File: src/rtl/servo_slew_limiter.sv
// ---------------------------------------------------------------------------
// servo_slew_limiter
//
// Purpose:
//   Rate-limits the X/Y/Z servo set-points coming out of the memory /
//   accelerometer source mux before they reach pwm_servos. Each axis output
//   walks toward its registered target by at most MAX_STEP counts per step
//   tick, so a playback jump or a noisy accelerometer sample cannot snap a
//   servo across its range in one PWM period. A small FSM reports motion
//   and completion to the LEDs and the playback sequencer.
//
// Ports:
//   clk            in   system clock (MAX10_CLK1_50)
//   rst            in   asynchronous, active-high reset
//   enable         in   0 freezes motion and parks the FSM in PAUSED
//   x_in/y_in/z_in in   raw targets from the source mux (BIT_SIZE, unsigned)
//   x_out/y_out/z_out
//                  out  rate-limited positions (the position registers)
//   moving         out  high while the FSM is in MOVING
//   settled_pulse  out  one-cycle pulse on the MOVING -> SETTLED transition
//
// Optional feature:
//   Define SLEW_DEADBAND_EN to ignore target differences of DEADBAND counts
//   or less when deciding whether to start a ramp from SETTLED or PAUSED.
//   Once a ramp has started it always finishes on the exact target.
// ---------------------------------------------------------------------------
module servo_slew_limiter #(
   parameter int BIT_SIZE  = 10,
   parameter int CLK_FREQ  = 50_000_000,
   parameter int STEP_FREQ = 1_000,
   parameter int MAX_STEP  = 4,
   parameter int DEADBAND  = 2,
   parameter int RESET_POS = 512
) (
   input  logic                clk,
   input  logic                rst,
   input  logic                enable,
   input  logic [BIT_SIZE-1:0] x_in,
   input  logic [BIT_SIZE-1:0] y_in,
   input  logic [BIT_SIZE-1:0] z_in,
   output logic [BIT_SIZE-1:0] x_out,
   output logic [BIT_SIZE-1:0] y_out,
   output logic [BIT_SIZE-1:0] z_out,
   output logic                moving,
   output logic                settled_pulse
);

   localparam int TICK_DIV = CLK_FREQ / STEP_FREQ;
   localparam int CNT_W    = (TICK_DIV > 1) ? $clog2(TICK_DIV) : 1;

   localparam logic [CNT_W-1:0]    CNT_LAST  = CNT_W'(TICK_DIV - 1);
   localparam logic [BIT_SIZE-1:0] POS_RESET = BIT_SIZE'(RESET_POS);
   localparam logic [BIT_SIZE-1:0] STEP_N    = BIT_SIZE'(MAX_STEP);
   localparam logic [BIT_SIZE:0]   STEP_W    = (BIT_SIZE + 1)'(MAX_STEP);

   // Threshold a target difference must exceed before an idle or paused
   // limiter starts a ramp. With the dead band disabled it collapses to
   // zero, so any nonzero difference starts motion.
`ifdef SLEW_DEADBAND_EN
   localparam logic [BIT_SIZE:0]   START_THRESH = (BIT_SIZE + 1)'(DEADBAND);
`else
   localparam logic [BIT_SIZE:0]   START_THRESH = (BIT_SIZE + 1)'(DEADBAND * 0);
`endif

   typedef enum logic [1:0] {
      SETTLED = 2'd0,
      MOVING  = 2'd1,
      PAUSED  = 2'd2
   } state_t;

   state_t              state_q;
   logic                moving_q;
   logic                settledPulse_q;

   logic [CNT_W-1:0]    tickCount_q;
   logic [CNT_W-1:0]    tickCount_d;
   logic                tick;

   logic [BIT_SIZE-1:0] tgtX_q;
   logic [BIT_SIZE-1:0] tgtY_q;
   logic [BIT_SIZE-1:0] tgtZ_q;

   logic [BIT_SIZE-1:0] posX_q;
   logic [BIT_SIZE-1:0] posY_q;
   logic [BIT_SIZE-1:0] posZ_q;
   logic [BIT_SIZE-1:0] posX_d;
   logic [BIT_SIZE-1:0] posY_d;
   logic [BIT_SIZE-1:0] posZ_d;

   logic                anyMismatch;
   logic                startNeeded;

   // Magnitude of (tgt - pos). The difference is formed one bit wider than
   // a coordinate so it is a proper signed value for any pair of unsigned
   // coordinates, and its magnitude always fits back in that width.
   function automatic logic [BIT_SIZE:0] absDiff(
      input logic [BIT_SIZE-1:0] tgt,
      input logic [BIT_SIZE-1:0] pos
   );
      logic [BIT_SIZE:0] diff;
      diff = {1'b0, tgt} - {1'b0, pos};
      absDiff = diff[BIT_SIZE] ? -diff : diff;
   endfunction

   // One slew step for a single axis. If the target is within MAX_STEP we
   // land on it exactly; otherwise we move a full MAX_STEP toward it. Because
   // a full step is only taken when the remaining distance is larger than
   // MAX_STEP, the result can neither overshoot the target nor wrap.
   function automatic logic [BIT_SIZE-1:0] stepToward(
      input logic [BIT_SIZE-1:0] tgt,
      input logic [BIT_SIZE-1:0] pos
   );
      logic [BIT_SIZE:0] diff;
      diff = {1'b0, tgt} - {1'b0, pos};
      if (absDiff(tgt, pos) <= STEP_W) begin
         stepToward = tgt;
      end else if (diff[BIT_SIZE]) begin
         stepToward = pos - STEP_N;
      end else begin
         stepToward = pos + STEP_N;
      end
   endfunction

   // Step tick generation. The counter free-runs while enabled regardless of
   // FSM state, so retargeting mid-ramp never restarts the tick phase. The
   // tick itself is qualified by enable so that an edge where enable drops
   // coincident with the terminal count cannot move a position.
   assign tick = enable && (tickCount_q == CNT_LAST);

   always_comb begin
      tickCount_d = tickCount_q;
      if (!enable) begin
         tickCount_d = '0;
      end else if (tickCount_q == CNT_LAST) begin
         tickCount_d = '0;
      end else begin
         tickCount_d = tickCount_q + CNT_W'(1);
      end
   end

   // Mismatch summaries feeding the FSM. anyMismatch decides when a running
   // ramp is finished (always exact), while startNeeded decides whether an
   // idle or paused limiter should begin one (dead band applied if enabled).
   assign anyMismatch = (posX_q != tgtX_q) ||
                        (posY_q != tgtY_q) ||
                        (posZ_q != tgtZ_q);

   assign startNeeded = (absDiff(tgtX_q, posX_q) > START_THRESH) ||
                        (absDiff(tgtY_q, posY_q) > START_THRESH) ||
                        (absDiff(tgtZ_q, posZ_q) > START_THRESH);

   // Next positions. Axes are stepped independently and only on a tick while
   // MOVING; an axis already on target is returned unchanged by stepToward.
   always_comb begin
      posX_d = posX_q;
      posY_d = posY_q;
      posZ_d = posZ_q;
      if (tick && (state_q == MOVING)) begin
         posX_d = stepToward(tgtX_q, posX_q);
         posY_d = stepToward(tgtY_q, posY_q);
         posZ_d = stepToward(tgtZ_q, posZ_q);
      end
   end

   // Target capture, tick counter and position registers. Targets follow the
   // raw inputs on every edge so the ramp always heads for the latest value.
   always_ff @(posedge clk or posedge rst) begin
      if (rst) begin
         tgtX_q      <= POS_RESET;
         tgtY_q      <= POS_RESET;
         tgtZ_q      <= POS_RESET;
         posX_q      <= POS_RESET;
         posY_q      <= POS_RESET;
         posZ_q      <= POS_RESET;
         tickCount_q <= '0;
      end else begin
         tgtX_q      <= x_in;
         tgtY_q      <= y_in;
         tgtZ_q      <= z_in;
         posX_q      <= posX_d;
         posY_q      <= posY_d;
         posZ_q      <= posZ_d;
         tickCount_q <= tickCount_d;
      end
   end

   // Motion FSM with registered status outputs. Dropping enable always wins
   // and parks the FSM in PAUSED. A ramp finishing in MOVING is the only way
   // to produce settled_pulse; leaving PAUSED straight into SETTLED is
   // silent because no ramp actually completed there. moving_q is written
   // alongside every state change so it always mirrors the MOVING state.
   always_ff @(posedge clk or posedge rst) begin
      if (rst) begin
         state_q        <= SETTLED;
         moving_q       <= 1'b0;
         settledPulse_q <= 1'b0;
      end else begin
         settledPulse_q <= 1'b0;
         case (state_q)
            SETTLED: begin
               if (!enable) begin
                  state_q  <= PAUSED;
                  moving_q <= 1'b0;
               end else if (startNeeded) begin
                  state_q  <= MOVING;
                  moving_q <= 1'b1;
               end
            end
            MOVING: begin
               if (!enable) begin
                  state_q  <= PAUSED;
                  moving_q <= 1'b0;
               end else if (!anyMismatch) begin
                  state_q        <= SETTLED;
                  moving_q       <= 1'b0;
                  settledPulse_q <= 1'b1;
               end
            end
            PAUSED: begin
               if (enable) begin
                  if (startNeeded) begin
                     state_q  <= MOVING;
                     moving_q <= 1'b1;
                  end else begin
                     state_q  <= SETTLED;
                     moving_q <= 1'b0;
                  end
               end
            end
            default: begin
               state_q  <= SETTLED;
               moving_q <= 1'b0;
            end
         endcase
      end
   end

   // Outputs come straight from registers; no input reaches an output
   // without passing through a flop.
   assign x_out         = posX_q;
   assign y_out         = posY_q;
   assign z_out         = posZ_q;
   assign moving        = moving_q;
   assign settled_pulse = settledPulse_q;

endmodule
File: config.mk
export PLATFORM = sky130hd
export DESIGN_NAME = servo_slew_limiter
export DESIGN_NICKNAME = d
export VERILOG_FILES = /design/src/rtl/servo_slew_limiter.sv
export SDC_FILE = /design/constraint.sdc
export NUM_CORES = 1
export LEC_CHECK = 0
export BUFFER_PORTS_ARGS = -buffer_cell sky130_fd_sc_hd__buf_2
export CORE_ASPECT_RATIO = 0.9
export CORE_MARGIN = 8
export CORE_UTILIZATION = 52
export CTS_CLUSTER_DIAMETER = 100
export CTS_CLUSTER_SIZE = 16
export DETAILED_ROUTE_END_ITERATION = 12
export PLACE_DENSITY = 0.78
export SLEW_MARGIN = 15
export SYNTH_ARGS = -nofsm -noshare
export SYNTH_HDL_FRONTEND = slang
export SYNTH_SLANG_ARGS = --single-unit
export TNS_END_PERCENT = 20
File: constraint.sdc
create_clock -name clk -period 3.9 [get_ports clk]
set_input_delay 0.78 -clock clk [delete_from_list [all_inputs] [get_ports clk]]
set_output_delay 0.78 -clock clk [all_outputs]
set_load 0.05 [all_outputs]
==> impl_results.md, run 1 <==
* Outcome: finished, final reports clean
* PwrDens at between 200 and 300 nW/um^2
* CP Launch Type: flop
* Num CTS Buffers at 9
* Clk_skew at approximately 13 ps
* Most frequent cells in the layout: 71 x dfrtp_1, 64 x buf_2, 55 x nor2_1
* Layout Nets at a little under 900
* Pre-antenna DRT Iters at 5
* Clk root buf: clkbuf_16
* Crit-path max FO at 6
* Multi-input logic area at roughly 4000 sq um
* Final Hold Fails at 0
* Register area at 2013 sq um
* Final ANT Viol Nets at 0
* Clock buffer depth at 2
* Area growth syn-to-layout at 15.92%
* CTS Sinks at 80
* Synth unique cells at 80
* Fillcell total at ~1000
* Final setup vio count at 0
* Final period util at a little over nine tenths
* Starting density of the core at roughly 53%
* Hold Worst Slack at 486.4 ps
* Final core occ at 61.00%
* Synth Register Bits at 80
* Worst Setup End Kind: flop
* Register area share after synthesis at 32.00%
* Synth warnings at 0
* Max-slew violations at 0
* Tot Pwr at roughly 2.1 mW
* Antenna violations before repair at 0
* Final cell count without fillers at 958
* Drc violations at 0
* Placed cells at 935
* Switching share of power at between 20% and 30%
* Gr ovfl total at 0
* PortBufs at 64
* Arrival @ worst endpoint at slightly below 4000 ps
* Number of stages on the worst hold path at 1
* Final HPWL DP at 12.27 mm
* Tightest Pin Transition at roughly 940 ps
* Post-synth ARST share at between 90% and 100%
* Largest net degree at the start of global routing at between 50 and 60
* Max VDD drop at 0.2610 mV
* Drt total wl at 16.05 mm
* First-pass GRT wire length at 26.53 mm
* Die Height at 120.3 microns
* Syn avg cell area at approximately 9 sq um
* Proportion of layout cells with a drive suffix above 1 at between 10% and 20%
* Worst-Skew Late Latency at 360 ps
* Drt initial violations at 348
* Commonest non-fill, non-tap cell in the layout: dfrtp_1
* Post-Synth XOR/XNOR Area at approximately 6.6%
* Complex-gate fraction of the synthesized area at 22.16%
* Slew headroom at 37.21%
* Io pins at between 60 and 70
* GRT Overall Usage at between 20% and 30%
* Via count at around 5600
* Rows at 38
* Sequential power share at between 40% and 50%
* Die W at between 100 and 150 microns
* Routability congestion estimate at slightly above 0.9
* Leak pwr at 3.229 nW
* Max Freq at around 270 MHz
* Worst reg2reg path depth at 11
* Antenna diode count at 0
* Gate power share at between 10% and 20%
* DR vias/cell at approximately 5.9
* DR WL/cell at about 17 microns
* Hold WC Path Type: flop to flop
* Cell internal pwr at roughly 1.5 mW
* Post-synth top flop: dfrtp_1
* Reg clk slew, reported paths at about 60 ps
* Worst reg2reg setup slack at approximately 190 ps
* Post-synthesis adder-cell area fraction at about an eighth
* CTS tree: built
* Largest family of logic cells by synthesized area: compound AO/OA/AOI/OAI gates
* Post-synth EDFFs at 0
* Cts hold-fix bufs at 0
* Post-Synth Simple-Gate Area at 19.05%
* Post-synth net total at between 700 and 800
* Syn Inst Count at roughly 700
* Sw power at between 0.6 and 0.7 mW
* Critical path class: flop to flop
* Core area at about 12000 sq um
* Min Tclk post-route at approximately 3700 ps
* Vias in the first global route at between 5000 and 6000
* Mux share of post-synthesis cell area at roughly 3.8%
* Max cap viols at 0
* Die area at about 16000 sq um
* Clock share of power at between 40% and 50%
* WP data required at ~4100 ps
* H-tree depth at 3
* Cell area after synthesis at roughly 6300 sq um
==> kinds of logic after synthesis <==
| family | count (synthesis) |
|---|---|
| DFF | 80 |
| muxes | 23 |
| adders and majority gates | 55 |
| buffers and inverters | 73 |
| xor gates and xnor gates | 47 |
| and+or+nand+nor | 233 |
| AOI/OAI and AO/OA | 198 |
==> final cells by class <==
cell class	count	share of cell area (%)
well taps	160	2.750
multi-input cells	556	55.36
flip-flops and latches	80	27.66
clock buffers	9	3.094
clock inverters	7	1.066
inverters	55	2.888
repair buffers	91	7.185
==> worst paths after layout <==
| path | endpoint | startpoint |
|---|---|---|
| max reg2reg | z_out[0]$_DFFE_PP0P_ | z_out[3]$_DFFE_PP0P_ |
| max in group asynchronous | z_out[0]$_DFFE_PP0P_ | rst |
| max | z_out[0]$_DFFE_PP0P_ | z_out[3]$_DFFE_PP0P_ |
| min reg2reg | tickCount_q[0]$_DFF_PP0_ | tickCount_q[0]$_DFF_PP0_ |
| min | tickCount_q[0]$_DFF_PP0_ | tickCount_q[0]$_DFF_PP0_ |
| min in group asynchronous | z_out[7]$_DFFE_PP0P_ | rst |
==> cell usage after synthesis (all sizes together), types with 13 or more instances <==
| cell type | instances | area share [%] |
|---|---|---|
| o211ai | 13 | 1.6 |
| xor2 | 16 | 2.2 |
| nand4 | 16 | 1.6 |
| inv | 55 | 3.3 |
| ha | 49 | 9.8 |
| nand2 | 50 | 3.0 |
| xnor2 | 31 | 4.3 |
| o21ai | 42 | 3.4 |
| a21oi | 50 | 4.0 |
| dfrtp | 74 | 29 |
| nor2 | 56 | 3.4 |
| nand3 | 25 | 2.0 |
| nor3 | 19 | 1.8 |
| mux2i | 18 | 2.9 |
==> power groups by stage <==
stage,registers (mW),clock network (mW),logic [mW]
finish,0.873,0.884,0.388
CTS,0.872,0.903,0.375
detailed placement,0.887,0,0.373
global placement,0.887,0,0.359
global route,0.875,0.938,0.431
floorplan,0.888,0,0.272
==> metal layers <==
layer,part of all wire (%),routed length (microns),vias to the layer above,global-route usage (%)
met4,2.2,349,0,7.384
met3,6.1,981,30,5.058
li1,-,-,2760,-
met1,46,7324,2672,26.13
met5,0,0,-,0
met2,46,7399,176,33.08
==> stage by stage <==
| stage | cell area, sq um | setup WS [ps] | setup TNS, ps |
|---|---|---|---|
| 6_report | 7279 | 186.1 | 0 |
| 3_5_place_dp | 6864 | 27.26 | 0 |
| 4_1_cts | 7174 | 4.407 | 0 |
| 2_1_floorplan | 6287 | -23.95 | -32.24 |
| 3_3_place_gp | 6864 | 148.7 | 0 |
| 5_1_grt | 7279 | -32.84 | -33.67 |
==> state kept, by name, indices dropped and copies added, names as in the netlist <==
register	count
moving	1
tickCount_q	16
tgtX_q	10
z_out	10
tgtZ_q	10
tgtY_q	10
settled_pulse	1
y_out	10
state_q	2
x_out	10
==> worst max-delay path, cell delays in order, from the launching register on <==
cell     delay, ps
dfrtp_1        410
inv_1           90
ha_1           360
nand3_1        240
a21oi_1        100
or3_1          400
a211o_1        350
or4_1          570
o31ai_4        240
nand4_1        250
nor2_2         230
mux2_1         350
==> timing repair <==
action / 4_1_cts / 5_1_grt
buffers inserted: 1 / 6
resized for setup: 0 / 17
endpoints found under the setup margin: 1 / 30
pin swaps: 1 / 14
Power figures use the tool's default switching activity.
==> run 2: changes to the inputs <==
ABC_AREA = 1   (was unset)
PLACE_DENSITY = 0.77   (was 0.78)
==> run 2 against run 1 <==
Effect of this change:
- sequential cell count did not move
- final cell count rose by 33%
- worst setup slack better by 100 ps
- combinational power shrank 19%
- via count rose by 18%
- design area rose by 5.5%
- sequential share of layout area shrank 1.5 points
- global-route usage is 0.36 points higher
- critical path depth up 9
- core utilization is 0.69 points lower
- synthesized area is 8.7% higher
==> impl_results.md, run 2 <==
* DR WL/cell at about 13 microns
* Rows at 39
* Max-slew violations at 0
* Most frequent cells in the layout: 324 x nand2_1, 168 x inv_1, 103 x nand3_1
* Cell Area, Placed at around 7300 sq um
* DR vias/cell at ~5.2
* Worst Setup End Kind: flop
* Clock buffer depth at 2
* Pre-antenna DRT Iters at 7
* Critical path class: flop to flop
* Crit-path max FO at 13
* Leak pwr at 4.277 nW
* CTS tree: built
* Most instantiated cells after synthesis: 324 x nand2_1, 170 x inv_1, 103 x nand3_1
* Post-synthesis adder-cell area fraction at 10.74%
* Core area at approximately 13000 sq um
* Outcome: finished, final reports clean
* PwrDens at around 280 nW/um^2
* Syn Inst Count at a little over 1000
* Final setup vio count at 0
* Reg clk slew, reported paths at about 60 ps
* Final cell count without fillers at around 1300
* Cell area after synthesis at 6824 sq um
* Proportion of layout cells with a drive suffix above 1 at roughly an eighth
* Post-synth EDFFs at 0
* GRT Overall Usage at a little over 20%
* Mux share of post-synthesis cell area at 0%
* Final HPWL DP at ~13 mm
* Final instance area at approximately 7700 sq um
* Num CTS Buffers at 9
* Syn avg cell area at 6.593 sq um
* Setup TNS at 0 ps
* Post-Synth Simple-Gate Area at 37.42%
* Via count at roughly 6600
* Tightest Pin Transition at 734.2 ps
* Gr ovfl total at 0
* PortBufs at 64
* Max Freq at between 200 and 300 MHz
* Largest net degree at the start of global routing at approximately 60
* Synth Register Bits at 80
* Arrival @ worst endpoint at approximately 3800 ps
* Antenna diode count at 0
* Drt total wl at between 15 and 20 mm
* Vias in the first global route at 6344
* Post-synth top area cell: dfrtp_1
* Commonest non-fill, non-tap cell in the layout: nand2_1
* Min Tclk post-route at 3612 ps
* Die W at approximately 140 microns
* Die Height at roughly 120 microns
* Die area at approximately 17000 sq um
* Dominant cells by area after synthesis: dfrtp_1 27%, nand2_1 18%, inv_1 9.4%, ha_1 9.0%, nand3_1 7.6%
* Slew headroom at 51.00%
* WP data required at between 4000 and 5000 ps
* Final period util at 92.63%
* Starting density of the core at between 50% and 60%
* Antenna violations before repair at 0
* Post-synth net total at roughly 1100
* Post-Synth XOR/XNOR Area at 3.080%
* Area growth syn-to-layout at 12.56%
* CP Launch Type: flop
* Register area share after synthesis at between 20% and 30%
* Synth unique cells at 40
* Cts hold-fix bufs at 0
* H-tree depth at 3
* Clk root buf: clkbuf_16
* Largest family of logic cells by synthesized area: simple AND/OR/NAND/NOR gates
* CTS Sinks at 80
* Complex-gate fraction of the synthesized area at 8.618%
* First-pass GRT wire length at roughly 29 mm
* Drt initial violations at 504
* Worst-Skew Late Latency at between 300 and 400 ps
* Max VDD drop at between 0.3 and 0.4 mV
* Post-synth ARST share at between 90% and 100%
* Final Hold Fails at 0
* Synth top area share at 27.14%
* Io pins at between 60 and 70
* Fillcell total at ~1200
* Largest register by flop count: tickCount_q
* RSZ-0062 raised after global routing: no
* Hold WC Path Type: flop to flop
* Placed cells at 1258
* Drc violations at 0
* Final core occ at around 60%
* Layout Nets at approximately 1200
* Max cap viols at 0
* Post-synth top flop: dfrtp_1
* Synth warnings at 0
* Routability congestion estimate at slightly above 0.9
* Clk_skew at around 9.1 ps
* Count leader, synth: nand2_1
* Final ANT Viol Nets at 0
* Largest register FFs at 16
run 2: changes by cell type in the layout (fill, tap and decap cells not counted), moves of 14 or more:
cell | previous run | this run
nand2_1 | 50 | 324
nor2_1 | 55 | 86
nand3_1 | 25 | 103
mux2i_1 | 18 | 0
xnor2_1 | 31 | 9
nand2_2 | 0 | 14
buf_4 | 27 | 9
inv_1 | 53 | 168
run 2: metal layers:
| metal | GRT usage (%) | routed length, microns |
|---|---|---|
| met1 | 27.26 | 8053 |
| met2 | 33.50 | 7894 |
| met3 | 3.750 | 838 |
| met4 | 6.779 | 324 |
| met5 | 0 | 0 |
run 2: cell type report:
cell class / instances / area, sq um / share of cell area (%)
flip-flops and latches: 80 / 2009 / 26.16
multi-input cells: 771 / 4085 / 53.18
well taps: 164 / 205.2 / 2.671
inverters: 173 / 655.6 / 8.536
clock buffers: 11 / 252.7 / 3.290
clock inverters: 5 / 85.08 / 1.108
repair buffers: 73 / 387.9 / 5.050
run 2: final timing paths:
kind	from	end	slack, ps	cells past startpoint
worst max-delay path	x_out[2]$_DFFE_PP0P_	x_out[8]$_DFFE_PP0P_	290	20
worst min-delay path	tickCount_q[0]$_DFF_PP0_	tickCount_q[0]$_DFF_PP0_	460	1
worst max register to register	x_out[2]$_DFFE_PP0P_	x_out[8]$_DFFE_PP0P_	290	20
worst min register to register	tickCount_q[0]$_DFF_PP0_	tickCount_q[0]$_DFF_PP0_	460	1
max in group asynchronous	rst	tgtX_q[9]$_DFF_PP1_	2530	3
min in group asynchronous	rst	y_out[7]$_DFFE_PP0P_	550	2
run 2: repair_timing:
item                                    4_1_cts  5_1_grt
endpoints found under the setup margin        0        3
setup buffers                                 0        3
gates resized for setup                       0        1
run 2: kinds of logic after synthesis:
group,count (synthesis)
buffers and inverters,184
AND/OR/NAND/NOR,585
XOR/XNOR,24
adder cells (fa/ha/maj),55
flip-flops,80
AO/OA/AOI/OAI,107
run 2: power breakdown:
group | internal, mW | total, mW | switching, mW | leakage [nW]
clock | 0.601 | 0.975 | 0.374 | 0.163
combinational | 0.104 | 0.315 | 0.211 | 3.19
sequential | 0.855 | 0.874 | 0.0189 | 0.923
total | 1.56 | 2.16 | 0.604 | 4.28
run 2: metrics by stage:
stage / power, mW / setup WS (ps) / hold WS, ps
floorplan: 1.121 / 510.8 / 432.9
global placement: 1.195 / 485.8 / 449.8
detailed placement: 1.199 / 373.1 / 456.3
CTS: 2.181 / 317.9 / 464.4
global route: 2.255 / 15.89 / 497.5
finish: 2.164 / 287.5 / 461.6
run 2: worst max-delay path, cell delays in order, from the launching register on:
cell	delay [ps]
dfrtp_1	440
inv_1	80
ha_1	430
nand2_1	90
nand2_1	140
nand3_1	110
nand2_1	100
nand2_1	70
nand2_2	150
clkinvlp_4	260
buf_4	220
fa_1	390
nand3_1	90
and2_1	160
inv_1	60
a21oi_1	120
o21ai_0	120
xnor2_1	170
a21oi_1	80
o21ai_1	90
o21ai_0	100
==> run 3: changes to the inputs <==
PLACE_DENSITY = 0.74   (was 0.77)
clock period = 4.5 ns   (was 3.9 ns; I/O delays follow)
==> run 3 against run 2 <==
Effect of this change:
- register-to-register slack better by 590 ps
- clock skew grew 2.7 ps
- global-route usage is 0.22 points lower
- via count shrank 1.2%
- highest routed layer unchanged
- final cell count decreased by 0.47%
- combinational power down 14%
- clock-buffer cell count decreased by 1
- hold slack better by 3.1 ps
- worst setup slack gained 590 ps
- core utilization shrank 0.29 points
- first-iteration DRC count shrank 7.7%
- power is 12% lower
==> impl_results.md, run 3 (synthesis gave the netlist of run 2 again) <==
* Outcome: finished, final reports clean
* CP dominant cell by count: nand2_1
* Placed cells at about 1300
* Drc violations at 0
* PwrDens at roughly 250 nW/um^2
* Switching share of power at 26.79%
* Final Hold Fails at 0
* Rows at 39
* Tightest Pin Transition at between 800 and 900 ps
* Slew headroom at between 40 and 50%
* Setup ws final at between 800 and 900 ps
* Most frequent cells in the layout: 324 x nand2_1, 169 x inv_1, 103 x nand3_1
* PortBufs at between 60 and 70
* Fillcell total at ~1200
* Cts hold-fix bufs at 0
* Core area at approximately 13000 sq um
* Sequential power share at ~40%
* Via count at ~6600
* WP data required at between 4000 and 5000 ps
* First-pass GRT wire length at 28.73 mm
* GRT Overall Usage at about a fifth
* Die area at ~17000 sq um
* H-tree depth at 3
* Leak pwr at 4.262 nW
* Worst-Skew Late Latency at ~350 ps
* Gr ovfl total at 0
* Clock buffer depth at 2
* Critical path class: flop to flop
* Max stage delay cell, worst path: inv_1
* Io pins at 65
* Final cell count without fillers at roughly 1300
* Vias in the first global route at roughly 6200
* Clk_skew at about 12 ps
* Min Tclk post-route at ~3600 ps
* Sw power at about 0.5 mW
* Antenna violations before repair at 0
* Hold Worst Slack at between 400 and 500 ps
* Drt total wl at between 15 and 20 mm
* CTS Sinks at 80
* DR WL/cell at 13.15 microns
* Hold WC Path Type: flop to flop
* Final HPWL DP at 13.06 mm
* Max cap viols at 0
* DR vias/cell at 5.158
* Largest register FFs at 16
* Worst path max stage delay at 450 ps
* Max Freq at about 280 MHz
* Die Height at ~120 microns
* Die W at ~140 microns
* Worst slack at placement at between 900 and 1000 ps
* Commonest non-fill, non-tap cell in the layout: nand2_1
* Arrival @ worst endpoint at approximately 4000 ps
* CP Launch Type: flop
* Reg clk slew, reported paths at around 70 ps
* Worst Setup End Kind: flop
* Drt initial violations at approximately 470
* Final ANT Viol Nets at 0
* CTS tree: built
* Cell internal pwr at 1.387 mW
* Clock share of power at a little under half
* Final period util at 80.59%
* Clk root buf: clkbuf_16
* Setup repair bufs after CTS at 0
* Largest net degree at the start of global routing at 53
* Critical-path cell list: inv_1 > ha_1 > inv_1 > fa_1 > nand2_1 > nand2_1 > nand3_1 > nand2_1 > nand2_1 > nand2_2 > inv_1 > ha_1 > a21oi_1 > nand2_1 > a21oi_1 > o21bai_1 > nand2_1 > nand2_1 > a21oi_1 > xor2_1 > nor2_1 > o22ai_1
* Final setup vio count at 0
* Resize count post-CTS at 0
* Crit-path max FO at 17
* Max VDD drop at roughly 0.24 mV
* Largest register by flop count: tickCount_q
* Routability congestion estimate at between 0.8 and 0.9
* Num CTS Buffers at 9
* Gate power share at approximately 14%
* Max-slew violations at 0
* Starting density of the core at 53.58%
* Proportion of layout cells with a drive suffix above 1 at 11.20%
* Area growth syn-to-layout at 12.01%
* Setup TNS at 0 ps
* Pre-antenna DRT Iters at 5
* RSZ-0062 raised after global routing: no
* Layout Nets at between 1000 and 1500
* Antenna diode count at 0
## run 3: cell types whose count changed in the layout (fill, tap and decap cells not counted), sizes merged
cell      previous run  this run
buf                 73        68
bufinv               2         3
clkbuf              11        10
clkinv               0         2
clkinvlp             2         0
inv                174       173
## run 3: area by class of cell
class	count	area (sq um)	share of cell area [%]
Inverter	173	650.6	8.512
Clock inverter	5	103.9	1.359
Tap cell	164	205.2	2.685
Sequential cell	80	2009	26.29
Multi-Input combinational cell	771	4085	53.45
Clock buffer	10	239.0	3.127
Timing Repair Buffer	68	350.3	4.583
## run 3: through the flow
stage	power [mW]	utilization [%]	instance area (sq um)
global route	1.983	60.02	7644
global placement	1.035	57.32	7301
finish	1.894	60.02	7644
floorplan	0.9715	-	6824
CTS	1.916	60.02	7644
detailed placement	1.038	57.32	7301
## run 3: path summary, 6_finish.rpt
kind	endpoint	startpoint	slack, ps	depth (start not counted)
max in group asynchronous	tgtX_q[9]$_DFF_PP1_	rst	2870	3
worst min-delay path	tickCount_q[0]$_DFF_PP0_	tickCount_q[0]$_DFF_PP0_	460	1
worst max register to register	x_out[9]$_DFFE_PP1P_	tgtX_q[0]$_DFF_PP0_	870	22
worst min register to register	tickCount_q[0]$_DFF_PP0_	tickCount_q[0]$_DFF_PP0_	460	1
worst max-delay path	x_out[9]$_DFFE_PP1P_	tgtX_q[0]$_DFF_PP0_	870	22
min in group asynchronous	tickCount_q[0]$_DFF_PP0_	rst	710	2
## run 3: power by group through the flow
stage / Combinational, mW / Clock, mW / Sequential (mW)
3_3_place_gp: 0.264 / 0 / 0.770
6_report: 0.271 / 0.866 / 0.757
4_1_cts: 0.271 / 0.889 / 0.757
5_1_grt: 0.312 / 0.912 / 0.759
3_5_place_dp: 0.268 / 0 / 0.770
2_1_floorplan: 0.200 / 0 / 0.771
## run 3: routing by layer
metal	wire length, microns	GRT usage (%)	up-vias
met5	0	0	-
met4	306	7.166	0
met3	888	4.194	24
met2	7288	30.87	154
met1	8226	28.44	2949
li1	-	-	3429
## run 3: worst max-delay path, delay by kind of cell, from the launching register on
family,cells,cell delay (ps)
adders and majority gates,3,920
and+or+nand+nor,10,860
AOI/OAI and AO/OA,5,670
buffers and inverters,3,590
DFF,1,350
xor gates and xnor gates,1,160
